**config.mk**
```make
export PLATFORM = sky130hd
export DESIGN_NAME = sc_stream_decoder
export DESIGN_NICKNAME = d
export VERILOG_FILES = /design/src/rtl/sc_stream_decoder_pkg.sv /design/src/rtl/sc_ones_counter.sv /design/src/rtl/sc_stream_decoder.sv
export SDC_FILE = /design/constraint.sdc
export NUM_CORES = 1
export LEC_CHECK = 0
export BUFFER_PORTS_ARGS = -buffer_cell sky130_fd_sc_hd__buf_2
export CORE_MARGIN = 10
export CORE_UTILIZATION = 55
export CTS_BUF_LIST = sky130_fd_sc_hd__clkbuf_4 sky130_fd_sc_hd__clkbuf_8 sky130_fd_sc_hd__clkbuf_16
export DETAILED_ROUTE_END_ITERATION = 8
export HOLD_SLACK_MARGIN = 0.05
export PLACE_DENSITY = 0.79
export SLEW_MARGIN = 20
export SYNTH_ARGS = -nofsm -noshare
export SYNTH_HDL_FRONTEND = slang
export SYNTH_SLANG_ARGS = --single-unit
```
**constraint.sdc**
```tcl
create_clock -name clk -period 3 [get_ports clk]
set_input_delay 0.15 -clock clk [delete_from_list [all_inputs] [get_ports clk]]
set_output_delay 0.15 -clock clk [all_outputs]
set_load 0.02 [all_outputs]
```
**src/rtl/sc_stream_decoder_pkg.sv**
```systemverilog
// Shared definitions for the stochastic stream decoder: FSM encoding and default width.
package sc_stream_decoder_pkg;

    localparam int NBITS_DEFAULT = 8;

    typedef enum logic [1:0] {
        ST_IDLE  = 2'b00,
        ST_ACCUM = 2'b01,
        ST_DONE  = 2'b10
    } state_e;

endpackage

```
**src/rtl/sc_ones_counter.sv**
```systemverilog
// Window counters: number of accepted stream bits and number of ones among them.
module sc_ones_counter
    import sc_stream_decoder_pkg::*;
#(
    parameter int NBITS = NBITS_DEFAULT
) (
    input  logic             clk,
    input  logic             rst,
    input  logic             clr,
    input  logic             en,
    input  logic             bit_in,
    output logic [NBITS-1:0] ones,
    output logic [NBITS-1:0] bit_cnt
);

    logic [NBITS-1:0] ones_q, ones_d;
    logic [NBITS-1:0] bit_cnt_q, bit_cnt_d;

    // Counts never exceed the window length, so no saturation logic is needed.
    always_comb begin
        ones_d    = ones_q;
        bit_cnt_d = bit_cnt_q;
        if (clr) begin
            ones_d    = '0;
            bit_cnt_d = '0;
        end else if (en) begin
            bit_cnt_d = bit_cnt_q + 1'b1;
            if (bit_in) begin
                ones_d = ones_q + 1'b1;
            end
        end
    end

    // NOTE: state registers use non-blocking assignments so every flop samples pre-edge values.
    always_ff @(posedge clk) begin
        // NOTE: reset is synchronous and clears every register, so no flop powers up into a visible X.
        if (rst) begin
            ones_q    <= '0;
            bit_cnt_q <= '0;
        end else begin
            ones_q    <= ones_d;
            bit_cnt_q <= bit_cnt_d;
        end
    end

    assign ones    = ones_q;
    assign bit_cnt = bit_cnt_q;

endmodule

```
**src/rtl/sc_stream_decoder.sv**
```systemverilog
// Stochastic bit-stream decoder: counts ones over a window of L bits and reports the
// count as unipolar (ones) or bipolar (2*ones - L) through a valid/ready result port.
module sc_stream_decoder
    import sc_stream_decoder_pkg::*;
#(
    parameter int NBITS = NBITS_DEFAULT
) (
    input  logic             clk,
    input  logic             rst,
    input  logic             start,
    input  logic [NBITS-1:0] win_len,
    input  logic             bipolar,
    input  logic             s_valid,
    input  logic             s_bit,
    output logic             s_ready,
    output logic             busy,
    output logic             m_valid,
    input  logic             m_ready,
    output logic [NBITS-1:0] m_count,
    output logic [NBITS:0]   m_value,
    output logic [NBITS-1:0] m_len
);

    localparam logic [NBITS-1:0] LEN_MAX = '1;
    localparam logic [NBITS:0]   ONE_W   = 1;

    state_e           state_q, state_d;
    logic [NBITS-1:0] len_q, len_d;
    logic             bip_q, bip_d;
    logic [NBITS-1:0] m_count_q, m_count_d;
    logic [NBITS:0]   m_value_q, m_value_d;
    logic [NBITS-1:0] m_len_q, m_len_d;

    logic             cnt_clr;
    logic             xfer;
    logic             last_bit;
    logic [NBITS-1:0] ones;
    logic [NBITS-1:0] bit_cnt;
    logic [NBITS-1:0] ones_next;
    logic [NBITS:0]   uni_val;
    logic [NBITS:0]   bip_val;

    sc_ones_counter #(
        .NBITS(NBITS)
    ) u_counter (
        .clk    (clk),
        .rst    (rst),
        .clr    (cnt_clr),
        .en     (xfer),
        .bit_in (s_bit),
        .ones   (ones),
        .bit_cnt(bit_cnt)
    );

    assign xfer      = (state_q == ST_ACCUM) && s_valid;
    assign last_bit  = xfer && (({1'b0, bit_cnt} + ONE_W) == {1'b0, len_q});
    // The final bit is folded in here so the result is ready the cycle DONE is entered.
    assign ones_next = ones + {{(NBITS-1){1'b0}}, s_bit};
    assign uni_val   = {1'b0, ones_next};
    // Modulo 2^(NBITS+1) subtraction yields the exact two's-complement result.
    assign bip_val   = {ones_next, 1'b0} - {1'b0, len_q};

    // NOTE: every signal driven here gets a default first, so no path can infer a latch.
    always_comb begin
        state_d   = state_q;
        len_d     = len_q;
        bip_d     = bip_q;
        m_count_d = m_count_q;
        m_value_d = m_value_q;
        m_len_d   = m_len_q;
        cnt_clr   = 1'b0;
        s_ready   = 1'b0;
        busy      = 1'b0;
        m_valid   = 1'b0;
        case (state_q)
            ST_IDLE: begin
                if (start) begin
                    len_d   = (win_len == '0) ? LEN_MAX : win_len;
                    bip_d   = bipolar;
                    cnt_clr = 1'b1;
                    state_d = ST_ACCUM;
                end
            end
            ST_ACCUM: begin
                s_ready = 1'b1;
                busy    = 1'b1;
                if (last_bit) begin
                    m_count_d = ones_next;
                    m_value_d = bip_q ? bip_val : uni_val;
                    m_len_d   = len_q;
                    state_d   = ST_DONE;
                end
            end
            ST_DONE: begin
                busy    = 1'b1;
                m_valid = 1'b1;
                if (m_ready) begin
                    state_d = ST_IDLE;
                end
            end
            default: state_d = ST_IDLE;
        endcase
    end

    always_ff @(posedge clk) begin
        if (rst) begin
            state_q   <= ST_IDLE;
            len_q     <= '0;
            bip_q     <= 1'b0;
            m_count_q <= '0;
            m_value_q <= '0;
            m_len_q   <= '0;
        end else begin
            state_q   <= state_d;
            len_q     <= len_d;
            bip_q     <= bip_d;
            m_count_q <= m_count_d;
            m_value_q <= m_value_d;
            m_len_q   <= m_len_d;
        end
    end

    assign m_count = m_count_q;
    assign m_value = m_value_q;
    assign m_len   = m_len_q;

endmodule

```
==> results.md <==
- Syn Std Cell Area: 2820 um2
- Final ANT Viol Nets: 0
- # Post-CTS Setup Buffers: 0
- Drc violations: 0
- Flops & latches, synth: 52
- Nets: 390
- First-pass GRT wire length: 10700 um
- Drt pass-1 iters: 4
- Hold Startpoint: bipolar
- # H-tree levels: 2
- Setup Crit Path Kind: flip-flop to flip-flop
- Inserted Clock Buffers: 5
- Vias per inst: 5.50
- Hold slack: 0.0983 ns
- Main synth FF type: dfxtp_1
- Final Cycle Share: about nine tenths
- Post-layout util: a little over three fifths
- Worst hold stages: 3
- Resized Gates After CTS: 0
- Post-synth EDFFs: 0
- CTS Sinks: between 50 and 60
- CP endpoint kind: flip-flop
- RSZ-0062 raised after global routing: no
- Post-synthesis sequential area ratio: 36.9%
- Worst-case reg-to-reg path depth: 11
- Clock Tree Buf Depth: 2
- Slew HR: 62.2%
- Die ar.: ~8400 um2
- DP HPWL: 4920 um
- Clock slew at the register clock pins of the worst setup and hold paths: 0.10 ns
- WL/cell: 14.8 um
- Synth cell types: 46
- Synth Instances: 321
- Max Clock Skew: 0.0105 ns
- Core box area: 5040 um2
- YS warnings: 0
- Post-Route WL: 6370 um
- Die W: 91.6 um
- Worst path max stage delay: 0.42 ns
- Clock Latency Late Sink: 0.32 ns
- Worst EP arrival: between 2 and 3 ns
- Die Y: 91.6 um
- DR iter-0 viols: 81
- Pwr Density: ~520 nW/um2
- Flop-to-flop setup slack: 0.36 ns
- Max IR drop VDD: 0.300 mV
- Area growth syn-to-layout: 12.7%
- Crit-path cells: ha_1, ha_1, nand3_1, xnor2_1, ha_1, nand3_1, o211ai_1, o41ai_1, xnor2_1, or3_1, a21oi_1
- Total GRT Usage: 15.3%
- Maxcap violations: 0
- Hold EP: bip_q
- Worst reg2reg path startpoint: u_counter.ones[0]
- CP most frequent cell: ha_1
- Pwr Total: 1660 uW
- Worst slew pin tran: 0.567 ns
- GR Overflow Total: 0
- Crit Path Max Fanout: 6
- Syn_area_per_cell: 8.79 um2
- Vias in the first global route: 2364
- N_diodes: 0
- CTS tree: built
- Startpoint types: flip-flop
- Initial antenna violation count: 0
- Status: completed
- Number of fill cells: 443
- Syn Nets: 352
- # setup viols final: 0
- Critical Path RT: around 3.3 ns
- Highest Clock Rate: 0.379 GHz
- Std cell rows: 26
- Asr flop ratio synth: 0%
- I/O Pins: 43
- Final hold viol count: 0
- Initial Utilization: 56.0%
- Share of cells above drive strength 1: 18.6%
- Sum of negative setup slack: 0 ns
- DR vias: 2367
- Register Area: 1040 um2
- Area taken by multi-input logic gates: 1650 um2
- Slew Viols, Final: 0
- Crit path max-delay cell type: dfxtp_1
- Hold Buf Count CTS: 0
- Final period demand of the worst path: roughly 2.6 ns
- IO buf count: 42
- Hold/Removal Path Class: input pin to flip-flop
- RR Endpoint: m_value[8]
- RePlAce Congestion: approximately 0.84
- Lkg Pwr: around 0.0015 uW
- Root Driver: clkbuf_8
- Largest net degree at the start of global routing: 31
## worst max-delay path, delay by kind of cell (launching register included)
kind | cells | cell delay, ns
adders and majority gates | 3 | 0.73
AOI/OAI and AO/OA | 3 | 0.59
and+or+nand+nor | 3 | 0.52
DFF | 1 | 0.42
xor gates and xnor gates | 2 | 0.33
## state kept, by name, summed over array words and instances, names as in the netlist
| register | flops |
|---|---|
| m_count | 8 |
| state_q | 2 |
| len_q | 8 |
| bip_q | 1 |
| m_len | 8 |
| m_value | 9 |
| u_counter.bit_cnt | 8 |
| u_counter.ones | 8 |
## synth_stat cells, types with 2 or more instances
master / instances / share of area (%)
and2_1: 4 / 0.89
a31oi_1: 2 / 0.44
nor3_1: 8 / 1.4
o31ai_1: 2 / 0.53
buf_2: 4 / 0.71
xor2_1: 15 / 4.7
dfxtp_1: 52 / 37
inv_1: 18 / 2.4
o221a_2: 7 / 2.8
nor2b_1: 4 / 0.89
o21ai_0: 11 / 2.0
mux2_2: 3 / 1.2
and3_1: 3 / 0.67
xnor2_1: 14 / 4.3
mux2i_1: 22 / 7.8
o41ai_1: 2 / 0.62
nor4_1: 3 / 0.67
nand4_1: 6 / 1.3
nand2_1: 19 / 2.5
nor2_1: 41 / 5.5
or3_1: 8 / 1.8
a21oi_1: 13 / 2.3
nand3_1: 11 / 2.0
o21a_1: 2 / 0.53
ha_1: 15 / 6.7
clkbuf_1: 11 / 1.5
o22ai_1: 2 / 0.44
## stage by stage
step	instance area, um2	instances	setup WS [ns]
final	3180	430	0.358
after global routing	3180	430	0.140
after CTS	3180	430	0.331
after detailed placement	3090	422	0.358
after global placement	3090	422	0.487
after floorplan	2820	321	0.602
## final cells by class
cell class / count / area share (%)
timing repair buffer: 46 / 7.56
clock buffer: 5 / 2.16
tap: 70 / 2.75
sequential: 52 / 32.7
clock inverter: 3 / 0.708
inverter: 18 / 2.13
multi-input combinational: 236 / 51.9
## power breakdown
group | internal, uW | switching, uW | total, uW
combinational | 196 | 267 | 463
clock | 168 | 252 | 420
sequential | 727 | 53.8 | 781
total | 1090 | 572 | 1660
## cells by family (layout without fill, tap and decap cells)
group                      after synthesis  count (layout)  share of synthesized area, %
buffers and inverters                   33              72                          4.57
and+or+nand+nor                        113             113                          19.3
AOI/OAI and AO/OA                       52              52                          13.0
adders and majority gates               16              16                          7.36
muxes                                   25              25                          9.00
DFF                                     52              52                          36.9
xor gates and xnor gates                30              30                          9.80
## per-layer routing
layer	up-vias	track usage, %	wire [um]
met2	40	26.2	3150
met1	1119	17.4	2840
li1	1200	-	-
met3	8	4.65	293
met4	0	5.87	94
met5	-	0	0
## how the worst max path moves through the flow
stage,startpoint,cells past startpoint,end
after floorplan,u_counter.ones[0],11,m_value[8]
after global placement,u_counter.ones[0],11,m_value[8]
after detailed placement,u_counter.ones[0],11,m_value[8]
after CTS,u_counter.ones[0],11,m_value[8]
after global routing,u_counter.ones[0],11,m_value[8]
final,u_counter.ones[0],11,m_value[8]
## layout by cell type, fill, tap and decap left out, types with 2 or more instances in the layout
cell      count
dfxtp_1      52
buf_2        42
nor2_1       41
mux2i_1      22
nand2_1      19
inv_1        18
xor2_1       15
ha_1         15
xnor2_1      14
a21oi_1      13
nand3_1      11
o21ai_0      11
nor3_1        8
or3_1         8
o221a_2       7
nand4_1       6
clkbuf_8      5
and2_1        4
nor2b_1       4
buf_4         4
and3_1        3
nor4_1        3
mux2_2        3
o22ai_1       2
o21a_1        2
o31ai_1       2
a31oi_1       2
o41ai_1       2
Power figures use the tool's default switching activity.
